[config.mk]
export PLATFORM = sky130hd
export DESIGN_NAME = aibio_dll_lock_ctrl
export DESIGN_NICKNAME = d
export VERILOG_FILES = /design/src/rtl/aibio_dll_ctrl_pkg.sv /design/src/rtl/aibio_dll_lock_sync.sv /design/src/rtl/aibio_dll_lock_ctrl.sv
export SDC_FILE = /design/constraint.sdc
export NUM_CORES = 1
export LEC_CHECK = 0
export CAP_MARGIN = 5
export CORE_ASPECT_RATIO = 0.8
export CORE_MARGIN = 8
export CORE_UTILIZATION = 36
export DETAILED_ROUTE_END_ITERATION = 16
export MAX_ROUTING_LAYER = met4
export PLACE_DENSITY = 0.56
export SETUP_SLACK_MARGIN = 0.05
export SYNTH_ARGS = -nofsm -noshare
export SYNTH_HDL_FRONTEND = slang
export SYNTH_SLANG_ARGS = --single-unit
[constraint.sdc]
create_clock -name i_clkin -period 3.7 [get_ports i_clkin]
set_clock_uncertainty 0.1 [all_clocks]
set_input_delay 0.925 -clock i_clkin [delete_from_list [all_inputs] [get_ports i_clkin]]
set_output_delay 0.925 -clock i_clkin [all_outputs]
set_load 0.01 [all_outputs]
[src/rtl/aibio_dll_ctrl_pkg.sv]
// Shared types and widths for the DLL bring-up / lock supervisor.
package aibio_dll_ctrl_pkg;

  localparam int CAP_W    = 5;
  localparam int RELOCK_W = 4;

  typedef enum logic [2:0] {
    ST_IDLE   = 3'd0,
    ST_RST    = 3'd1,
    ST_SETTLE = 3'd2,
    ST_CHECK  = 3'd3,
    ST_LOCKED = 3'd4,
    ST_FAIL   = 3'd5
  } dll_ctrl_state_e;

  // Largest of the three cycle parameters; sizes the shared down-counter.
  function automatic int max3(input int a, input int b, input int c);
    int m;
    m = (a > b) ? a : b;
    return (m > c) ? m : c;
  endfunction

endpackage

[src/rtl/aibio_dll_lock_sync.sv]
// Two-flop synchroniser for the asynchronous lock-detector flag.
module aibio_dll_lock_sync (
  input  logic i_clk,
  input  logic i_reset,
  input  logic i_d,
  output logic o_q
);

  logic r_meta;
  logic r_sync;

  // Shift the async input through two flops; clear both on reset.
  always_ff @(posedge i_clk) begin
    if (i_reset) begin
      r_meta <= 1'b0;
      r_sync <= 1'b0;
    end else begin
      r_meta <= i_d;
      r_sync <= r_meta;
    end
  end

  assign o_q = r_sync;

endmodule

[src/rtl/aibio_dll_lock_ctrl.sv]
// DLL bring-up and lock supervisor: enable/reset the DLL, sweep the cap
// code until lock, then watch for loss of lock and relock automatically.
module aibio_dll_lock_ctrl
  import aibio_dll_ctrl_pkg::*;
#(
  parameter int RESET_CYCLES  = 16,
  parameter int SETTLE_CYCLES = 1024,
  parameter int LOSS_CYCLES   = 64,
  parameter int CAP_START     = 0,
  parameter int CAP_MAX       = 31
) (
  input  logic             i_clkin,
  input  logic             i_reset,
  input  logic             i_pwrgood,
  input  logic             i_cal_start,
  input  logic             i_bypass,
  input  logic [CAP_W-1:0] i_cap_override,
  input  logic             i_dll_lock,
  output logic             o_dll_en,
  output logic             o_dll_reset,
  output logic [CAP_W-1:0] o_dll_capctrl,
  output logic             o_cal_done,
  output logic             o_cal_fail,
  output logic [3:0]       o_relock_cnt,
  output logic [2:0]       o_state
);

  localparam int MAXC  = max3(RESET_CYCLES, SETTLE_CYCLES, LOSS_CYCLES);
  localparam int CNT_W = (MAXC > 1) ? $clog2(MAXC) : 1;

  // Counter reload values: the counter expires on the cycle it reads zero,
  // so loading N-1 gives exactly N cycles in the state.
  localparam logic [CNT_W-1:0] RST_LD    = CNT_W'(RESET_CYCLES - 1);
  localparam logic [CNT_W-1:0] SETTLE_LD = CNT_W'(SETTLE_CYCLES - 1);
  localparam logic [CNT_W-1:0] LOSS_LD   = CNT_W'(LOSS_CYCLES - 1);
  localparam logic [CAP_W-1:0] CAP_LO    = CAP_W'(CAP_START);
  localparam logic [CAP_W-1:0] CAP_HI    = CAP_W'(CAP_MAX);

  dll_ctrl_state_e       r_state;
  logic [CNT_W-1:0]      r_cnt;
  logic                  r_en;
  logic                  r_rst;
  logic [CAP_W-1:0]      r_cap;
  logic                  r_done;
  logic                  r_fail;
  logic [RELOCK_W-1:0]   r_relock;
  logic                  w_lock_s;
  logic [CAP_W-1:0]      w_sweep_start;

  aibio_dll_lock_sync u_lock_sync (
    .i_clk   (i_clkin),
    .i_reset (i_reset),
    .i_d     (i_dll_lock),
    .o_q     (w_lock_s)
  );

  // First code of every sweep, whether from IDLE or after a loss of lock.
  assign w_sweep_start = i_bypass ? i_cap_override : CAP_LO;

  // Main supervisor FSM; all outputs registered alongside the state.
  always_ff @(posedge i_clkin) begin
    if (i_reset) begin
      r_state  <= ST_IDLE;
      r_cnt    <= '0;
      r_en     <= 1'b0;
      r_rst    <= 1'b1;
      r_cap    <= CAP_LO;
      r_done   <= 1'b0;
      r_fail   <= 1'b0;
      r_relock <= '0;
    end else if (!i_pwrgood || !i_cal_start) begin
      // Abort: park the DLL, but keep cap code and relock count for DFX.
      r_state <= ST_IDLE;
      r_en    <= 1'b0;
      r_rst   <= 1'b1;
      r_done  <= 1'b0;
      r_fail  <= 1'b0;
    end else begin
      case (r_state)
        ST_IDLE: begin
          r_state  <= ST_RST;
          r_en     <= 1'b1;
          r_rst    <= 1'b1;
          r_cap    <= w_sweep_start;
          r_relock <= '0;
          r_cnt    <= RST_LD;
        end
        ST_RST: begin
          if (r_cnt == '0) begin
            r_state <= ST_SETTLE;
            r_rst   <= 1'b0;
            r_cnt   <= SETTLE_LD;
          end else begin
            r_cnt <= r_cnt - 1'b1;
          end
        end
        ST_SETTLE: begin
          if (r_cnt == '0) r_state <= ST_CHECK;
          else             r_cnt   <= r_cnt - 1'b1;
        end
        ST_CHECK: begin
          if (w_lock_s) begin
            r_state <= ST_LOCKED;
            r_done  <= 1'b1;
            r_cnt   <= LOSS_LD;
          end else if (i_bypass || r_cap == CAP_HI) begin
            // Bypass gets one attempt only; a sweep never wraps.
            r_state <= ST_FAIL;
            r_fail  <= 1'b1;
          end else begin
            r_state <= ST_RST;
            r_rst   <= 1'b1;
            r_cap   <= r_cap + 1'b1;
            r_cnt   <= RST_LD;
          end
        end
        ST_LOCKED: begin
          if (w_lock_s) begin
            r_cnt <= LOSS_LD;
          end else if (r_cnt == '0) begin
            r_state <= ST_RST;
            r_done  <= 1'b0;
            r_rst   <= 1'b1;
            r_cap   <= w_sweep_start;
            r_cnt   <= RST_LD;
            if (r_relock != '1) r_relock <= r_relock + 1'b1;
          end else begin
            r_cnt <= r_cnt - 1'b1;
          end
        end
        ST_FAIL: begin
          r_state <= ST_FAIL;
        end
        default: r_state <= ST_IDLE;
      endcase
    end
  end

  assign o_dll_en      = r_en;
  assign o_dll_reset   = r_rst;
  assign o_dll_capctrl = r_cap;
  assign o_cal_done    = r_done;
  assign o_cal_fail    = r_fail;
  assign o_relock_cnt  = r_relock;
  assign o_state       = r_state;

endmodule

Word level (Yosys, flattened, before mapping) --
Index checks and enable logic that the tools add are counted.
Cells by class: $add $sub $neg 3, eq/ne operators 17, multiplexer cells 33, bitwise gates (word level) 2, reductions and logical operators 19
Operator list (count):
- $mux 10 | 6
- $pmux 10 s5 | 1
- $mux 5 | 5
- $mux 3 | 6
- $pmux 3 s6 | 1
- $ne 2x2->1 const B | 8
- $pmux 5 s3 | 1
- $mux 4 | 3
- $reduce_and 4->1 | 3
- $reduce_and 6->1 | 2
- $logic_not 10->1 | 1
- $sub 10x1->10 const B | 1
- $pmux 4 s2 | 1
- $mux 1 | 7
- $eq 3x2->1 const B | 2
- $eq 3x3->1 const B | 2
- $add 5x1->5 const B | 1
- $eq 5x5->1 const B | 1
- $reduce_and 5->1 | 1
- $reduce_bool 5->1 | 1
- $add 4x1->4 const B | 1
- $ne 4x4->1 const B | 1
- $pmux 1 s4 | 1
- $reduce_bool 2->1 | 2
- other kinds (12) | 15
Word-level totals: register bits after elaboration 28, bits of input ports 11, output and inout bits 16

Longest topological paths before layout --
Gate-level depths: netlist of run 1.
word-level depth 5, mapped depth 9, gate-level depth less buffers 8

Cells and area by module --
Synthesis of run 1 repeated with hierarchy kept, for this count alone.
Unflattened totals: cells, all modules 217, area, all modules 1754.2 um2
Modules (own cells, without submodules):
- aibio_dll_lock_ctrl | times used 1, cells each 213, area each 1701.6 um2
- aibio_dll_lock_sync | times used 1, cells each 4, area each 52.6 um2

Worst setup path before layout of run 1 --
Ideal clock, no wire load.
kind flip-flop to flip-flop, start register r_cap[0] (netlist: o_dll_capctrl[0]), end register r_cnt[5], library setup time 0.075 ns, data arrival time 1.944 ns, setup slack 1.581 ns, cell stages (with the launch flop) 9, buffers on the path 0, clock period less this slack 2.119 ns, cell sequence dfxtp_1 -> ha_1 -> and3_1 -> ha_1 -> nor2_1 -> o311ai_1 -> a21o_1 -> or3_1 -> a31oi_1
Between the ends: word-level cells in the longest chain between the ends 4
Ends and longest elaborated chain:
- from (decl) | RTL line aibio_dll_lock_ctrl.sv:43 | logic [CAP_W-1:0] r_cap;
- from (signal assigned) | RTL line aibio_dll_lock_ctrl.sv:84 | r_cap <= w_sweep_start;
- from (signal assigned) | RTL line aibio_dll_lock_ctrl.sv:113 | r_cap <= r_cap + 1'b1;
- from (signal assigned) | RTL line aibio_dll_lock_ctrl.sv:124 | r_cap <= w_sweep_start;
- $eq 5x5->1 | RTL line aibio_dll_lock_ctrl.sv:106 | end else if (i_bypass || r_cap == CAP_HI) begin
- $logic_or 1x1->1 | RTL line aibio_dll_lock_ctrl.sv:106
- $ne 3x2->1 (no line)
- $reduce_and 4->1 (no line)
- to (signal assigned) | RTL line aibio_dll_lock_ctrl.sv:94 | r_cnt <= r_cnt - 1'b1;
- to (signal assigned) | RTL line aibio_dll_lock_ctrl.sv:99 | else r_cnt <= r_cnt - 1'b1;
- to (signal assigned) | RTL line aibio_dll_lock_ctrl.sv:128 | r_cnt <= r_cnt - 1'b1;
- to (decl) | RTL line aibio_dll_lock_ctrl.sv:40 | logic [CNT_W-1:0] r_cnt;
Every way passes these cells. A chain may end at the register's enable or synchronous reset.

Final worst setup path of run 1 --
start register r_state[2] (netlist: o_state[2]), end output port o_state[2]
RTL lines:
- from (decl) | RTL line aibio_dll_lock_ctrl.sv:39 | dll_ctrl_state_e r_state;
- from (signal assigned) | RTL line aibio_dll_lock_ctrl.sv:63 | r_state <= ST_IDLE;
- from (signal assigned) | RTL line aibio_dll_lock_ctrl.sv:73 | r_state <= ST_IDLE;
- from (signal assigned) | RTL line aibio_dll_lock_ctrl.sv:81 | r_state <= ST_RST;
- to (decl) | RTL line aibio_dll_lock_ctrl.sv:25 | output logic [2:0] o_state
No word-level cell between the ends.

==> results.ini, run 1 <==
[clock_network]
tritoncts = built
cts_buffers = 3
clk_pin_slew_ns = 0.10
ctsHoldBuffers = 0
insertion_delay_ns = 0.28
clockBufferDepth = 2
cts.sinks = 28
cts-resized-gates = 0
cts_max_level = 1
post_cts_buffers = 0
root_buffer = clkbuf_8

[power]
power.clock.fraction_pct = 29.0
p_sw_share_pct = 29.8
seqPwrFrac_pct = 49.2
p_per_area_mw_per_mm2 = 302
power.internal_uw = 468
power_leakage_nw = 0.775
irDropWorstVdd_uv = 164
switching_power_uw = 199
power.total_uw = 667
comb_power_share_pct = 21.8

[setup_path]
critical-path-max-stage-delay_ns = 0.80
path_max_fanout = 20
cp_data_arrival_time_ns = 1.76
crit_buf_inv = 1
start_kind = register
critPathSlowestCell = dfxtp_1
endpoint_kind = primary output
r2r_cells = 5
critical_path_class = reg2out
worstPathRequired_ns = 2.67
worstPathCellList = clkdlybuf4s50_1
r2r_start = o_state[1]$_SDFFE_PP0P_
path_depth = 1
cp-startpoint = o_state[2]$_SDFFE_PP0P_
critPathTopFamily = flip-flops

[timing]
finalSetupViolCount = 0
max_slew.worst_pin.slew_ns = 0.723
holdWs_ns = 0.357
hold_viol = 0
setup_slack_ns = 0.916
period_needed_ns = 2.78
fin_crit_sh_pct = 75.3
maxSlewHeadroom_pct = 51.8
final_max_slew_viol_count = 0
grt_setup_unrepaired = no
fmaxAchievable_mhz = 359
finalSetupTns_ns = 0

[logic_synthesis]
synthTopCellsByArea = dfxtp_1, a21oi_1, nand2_1, nor2_1, ha_1
yosys.area.top_type = dfxtp_1
yosysUniqueCellTypes = 63
syn_nets = 246
ys_async_sr_fraction_pct = 0
synth_top_area_share_pct = 29.6
syn-instance-count = 230
synth_edf_count = 0
ys_seq_area_share_pct = 29.6
synth_flop_cell = dfxtp_1
synthesis.area_mm2 = 0.00190
synth_area_per_cell_um2 = 8.24
ys_warn_count = 0
synth_seq_cells = 28

[status]
status = finished, final reports clean

[final_layout]
stdcell_count = 309
drive_gt1_share_pct = 10.1
fillers = 510
multi_input_area_mm2 = 0.00123
syn_to_final_growth_pct = 16.4
diodes = 0
mostFrequentLayoutCells = dfxtp_1, clkdlybuf4s50_1, a21oi_1, nand2_1, nor2_1
ff_latch_area_um2 = 561
final_common_cell = dfxtp_1
nNetsFinal = 264

[route]
drc = 0
vias = 1796
drt_iter0_markers = 151
drt_pass1_iterations = 4
antenna_left = 0
finalWirelength_um = 5130
wl_per_cell_um = 16.6
via_per_inst = 5.81

[min_path]
hold_path_depth = 1
hp-start = u_lock_sync.r_meta$_SDFF_PP0_
hp-class = reg2reg

[floorplanning]
die_h_um = 80.9
die_w_um = 97.1
start_util_pct = 37.6
rows = 23
core_area_mm2 = 0.00504
die_area_mm2 = 0.00786
io_pins = 27

[run]
drv_cap = 0

[global_routing]
gr-total-overflow = 0
grt_start_max_net_pins = 24
grt_pass1_vias = 1678
grt_use_total_pct = 13.3
grt_antenna_before_repair = 0
grt_pass1_wl_um = 8590

[place]
dp_hpwl_um = 3750
dp_cells = 305
pre_cts_slack_ns = 0.662
io_buffers = 26
place_congestion = 0.873

stage by stage:
stage | utilization, % | cell area [um2]
floorplan | - | 1900
global placement | 42.7 | 2150
detailed placement | 42.7 | 2150
CTS | 43.8 | 2210
global route | 43.8 | 2210
finish | 43.8 | 2210
power by group through the flow:
stage,Combinational (mW),Sequential [mW],Clock (mW)
2_1_floorplan,0.106,0.329,0
3_3_place_gp,0.146,0.335,0
3_5_place_dp,0.144,0.335,0
4_1_cts,0.145,0.328,0.201
5_1_grt,0.161,0.331,0.212
6_report,0.146,0.328,0.193
area by class of cell:
cell class,instances,share of cell area [%]
Clock buffer,4,2.50
Timing Repair Buffer,27,12.1
Tap cell,62,3.52
Multi-Input combinational cell,183,55.6
Inverter,5,0.851
Sequential cell,28,25.4
cell usage after synthesis (all sizes together), types with 5 or more instances:
cell / number
or3: 7
ha: 5
dfxtp: 28
a211oi: 8
nand2: 22
nand4: 5
buf: 5
nor2: 18
nor4: 5
clkbuf: 9
nor3: 10
inv: 5
nand3: 5
a21oi: 23
o21ai: 10
and3: 6
per-layer routing:
metal  track usage [%]  routed length [um]  up-vias
met3              2.63                 307        2
met4              1.84                  20        0
met1              19.5                2730      826
met5                 -                   0        -
met2              18.4                2080       58
li1                  -                   -      910
logic make-up (layout without fill, tap and decap cells):
family	Yosys count	count (layout)	share of synthesized area, %
xor+xnor	4	4	1.85
flops	28	28	29.6
mux	1	1	0.528
buf+inv	19	36	5.74
fa+ha+maj	5	5	3.30
compound gates	76	76	30.0
simple gates	97	97	29.0
path summary, 6_finish.rpt:
kind | endpoint | slack (ns)
setup / recovery | o_state[2] | 0.92
hold / removal | u_lock_sync.o_q$_SDFF_PP0_ | 0.36
setup reg to reg | o_dll_capctrl[0]$_SDFFE_PP0P_ | 1.19
hold reg to reg | u_lock_sync.o_q$_SDFF_PP0_ | 0.36
flip-flops by register name (all words and copies together), names as in the netlist, 3 cells and up:
register,cells
r_cnt,10
o_dll_capctrl,5
o_relock_cnt,4
o_state,3
Note: power is estimated with default switching activity, not from simulation.
==> run 2: changes to the inputs <==
PLACE_DENSITY = 0.58   (was 0.56)
clock period = 2.46 ns   (was 3.7 ns; I/O delays follow)
==> results.ini, run 2 (synthesized netlist as in run 1, its figures left out) <==
[setup_path]
r2r_start = r_cnt[0]$_SDFFE_PP0P_
critical_path_class = reg2reg
r2r-end = o_dll_reset$_SDFFE_PP1P_
start_kind = register
critPathSlowestCell = or3b_2
r2r_slack_ns = 0.16  ; -1.03 ns
critical-path-max-stage-delay_ns = 0.52  ; -0.28 ns
endpoint_kind = register
r2r_cells = 8  ; +3
cp_data_arrival_time_ns = 2.39  ; +0.63 ns
worstPathCellList = inv_1 > ha_1 > or3b_2 > o41a_1 > o211ai_1 > buf_4 > mux2i_1 > nand2_1
path_max_fanout = 4  ; -80%
worstPathRequired_ns = 2.55  ; -0.12 ns

[clock_network]
cts_max_level = 1  ; unchanged
cts.sinks = 28  ; unchanged
ctsHoldBuffers = 0  ; unchanged
tritoncts = built
clockBufferDepth = 2  ; unchanged
clk_pin_slew_ns = 0.11  ; about the same
cts_buffers = 3  ; unchanged
insertion_delay_ns = 0.29  ; about the same
root_buffer = clkbuf_8

[final_layout]
mostFrequentLayoutCells = dfxtp_1, clkdlybuf4s50_1, buf_4, a21oi_1, nand2_1
fin_util_pct = 47.9  ; +4.0 points
nNetsFinal = 288  ; +9.1%
syn_to_final_growth_pct = 27.1
ff_latch_area_um2 = 561  ; unchanged
final_common_cell = dfxtp_1
final_area_mm2 = 0.00241  ; +9.2%
largest_reg_flops = 10  ; unchanged
diodes = 0  ; unchanged
drive_gt1_share_pct = 18.5  ; +8.3 points
multi_input_area_mm2 = 0.00123  ; +0.61%
fillers = 482  ; -5.5%
regMostFlops = r_cnt

[place]
io_buffers = 26  ; unchanged
place_congestion = 0.948  ; +8.6%
dp_hpwl_um = 4180  ; +12%
placed_area_mm2 = 0.00232  ; +8.0%

[min_path]
hold_path_depth = 1  ; unchanged
worstHoldEndpoint = u_lock_sync.o_q$_SDFF_PP0_
hp-start = u_lock_sync.r_meta$_SDFF_PP0_
hp-class = reg2reg

[power]
irDropWorstVdd_uv = 218  ; +32%
p_per_area_mw_per_mm2 = 466  ; +54%
power_leakage_nw = 0.900  ; +16%

[route]
via_per_inst = 5.90  ; +1.5%
drt_pass1_iterations = 5  ; +1
wl_per_cell_um = 16.2  ; -2.4%
drc = 0  ; unchanged
drt_iter0_markers = 227  ; +50%
vias = 1964  ; +9.4%
antenna_left = 0  ; unchanged
finalWirelength_um = 5400  ; +5.2%

[floorplanning]
core_area_mm2 = 0.00504  ; unchanged
start_util_pct = 37.6  ; unchanged
die_h_um = 80.9  ; unchanged
io_pins = 27  ; unchanged
die_w_um = 97.1  ; unchanged
rows = 23  ; unchanged
die_area_mm2 = 0.00786  ; unchanged

[global_routing]
grt_start_max_net_pins = 17  ; -29%
gr-total-overflow = 0  ; unchanged
grt_use_total_pct = 13.7  ; +0.36 points
grt_pass1_wl_um = 8760  ; +1.9%
grt_antenna_before_repair = 0  ; unchanged
grt_pass1_vias = 1755  ; +4.6%

[timing]
period_needed_ns = 2.30
grt_setup_unrepaired = no
hold_viol = 0  ; unchanged
max_slew.worst_pin.slew_ns = 0.455  ; -0.268 ns
fin_crit_sh_pct = 93.5
finalSetupTns_ns = 0  ; unchanged
final_max_slew_viol_count = 0  ; unchanged
fmaxAchievable_mhz = 435
finalSetupViolCount = 0  ; unchanged
maxSlewHeadroom_pct = 69.7  ; +18 points

[run]
drv_cap = 0  ; unchanged

[status]
status = finished, final reports clean

## run 2: changes by cell type in the layout (fill, tap and decap cells not counted)
cell       previous run  this run
o311ai_2              0         1
bufinv_16             0         1
buf_4                 1        25
clkbuf_8              4         3
o311ai_1              1         0
## run 2: what timing repair did
item                       in CTS  in global routing
setup buffers                   0                  1
resized for setup               0                  1
setup endpoints to repair       0                  2
## run 2: worst max-delay path by stage
stage	from	to	slack, ns
finish	r_cnt[0]$_SDFFE_PP0P_	o_dll_reset$_SDFFE_PP1P_	0.16
global route	o_state[0]$_SDFFE_PP0P_	o_state[0]	0.08
CTS	r_cnt[0]$_SDFFE_PP0P_	o_dll_reset$_SDFFE_PP1P_	0.17
detailed placement	i_pwrgood	r_cnt[3]$_SDFFE_PP0P_	0.12
global placement	i_pwrgood	r_cnt[3]$_SDFFE_PP0P_	0.16
floorplan	o_dll_capctrl[0]$_SDFFE_PP0P_	r_cnt[5]$_SDFFE_PP0P_	0.34
## run 2: worst max-delay path, delay by kind of cell, from the launching register on
kind                     cells  cell delay, ns
flip-flops                   1            0.35
adder cells (fa/ha/maj)      1            0.16
multiplexers                 1            0.19
buffers and inverters        2            0.27
AND/OR/NAND/NOR              2            0.59
AO/OA/AOI/OAI                2            0.54
## run 2: routing by layer
layer  part of all wire [%]  vias to the layer above  global-route usage, %  wire, um
met5                      0                        -                      -         0
met4                   0.94                        0                   3.52        51
met3                    8.3                        8                   3.90       447
met2                     40                       83                   18.5      2180
met1                     50                      916                   19.1      2720
li1                       -                      957                      -         -
## run 2: cell type report
| type | instances | share of cell area (%) |
|---|---|---|
| Multi-Input combinational cell | 183 | 51.2 |
| Sequential cell | 28 | 23.3 |
| Timing Repair Buffer | 51 | 18.6 |
| Tap cell | 62 | 3.22 |
| Clock buffer | 3 | 1.71 |
| Clock inverter | 1 | 1.25 |
| Inverter | 5 | 0.779 |
## run 2: power by group
group / total, mW / switching, mW / internal, mW
Sequential: 0.485 / 0.0168 / 0.469
Combinational: 0.258 / 0.143 / 0.115
Clock: 0.380 / 0.161 / 0.218
## run 2: per-stage QoR
stage               setup WS [ns]  power (mW)  std cells  hold slack (ns)
floorplan                   0.341       0.654        230            0.314
global placement            0.158       0.748        328            0.318
detailed placement          0.118       0.747        328            0.330
CTS                         0.165        1.13        332            0.355
global route               0.0814        1.17        333            0.370
finish                      0.160        1.12        333            0.351
==> run 3: changes to the inputs <==
CTS_CLUSTER_DIAMETER = 80   (was unset)
==> results of run 3 <==
Final layout, timing and power as in run 2 (identical DEF).
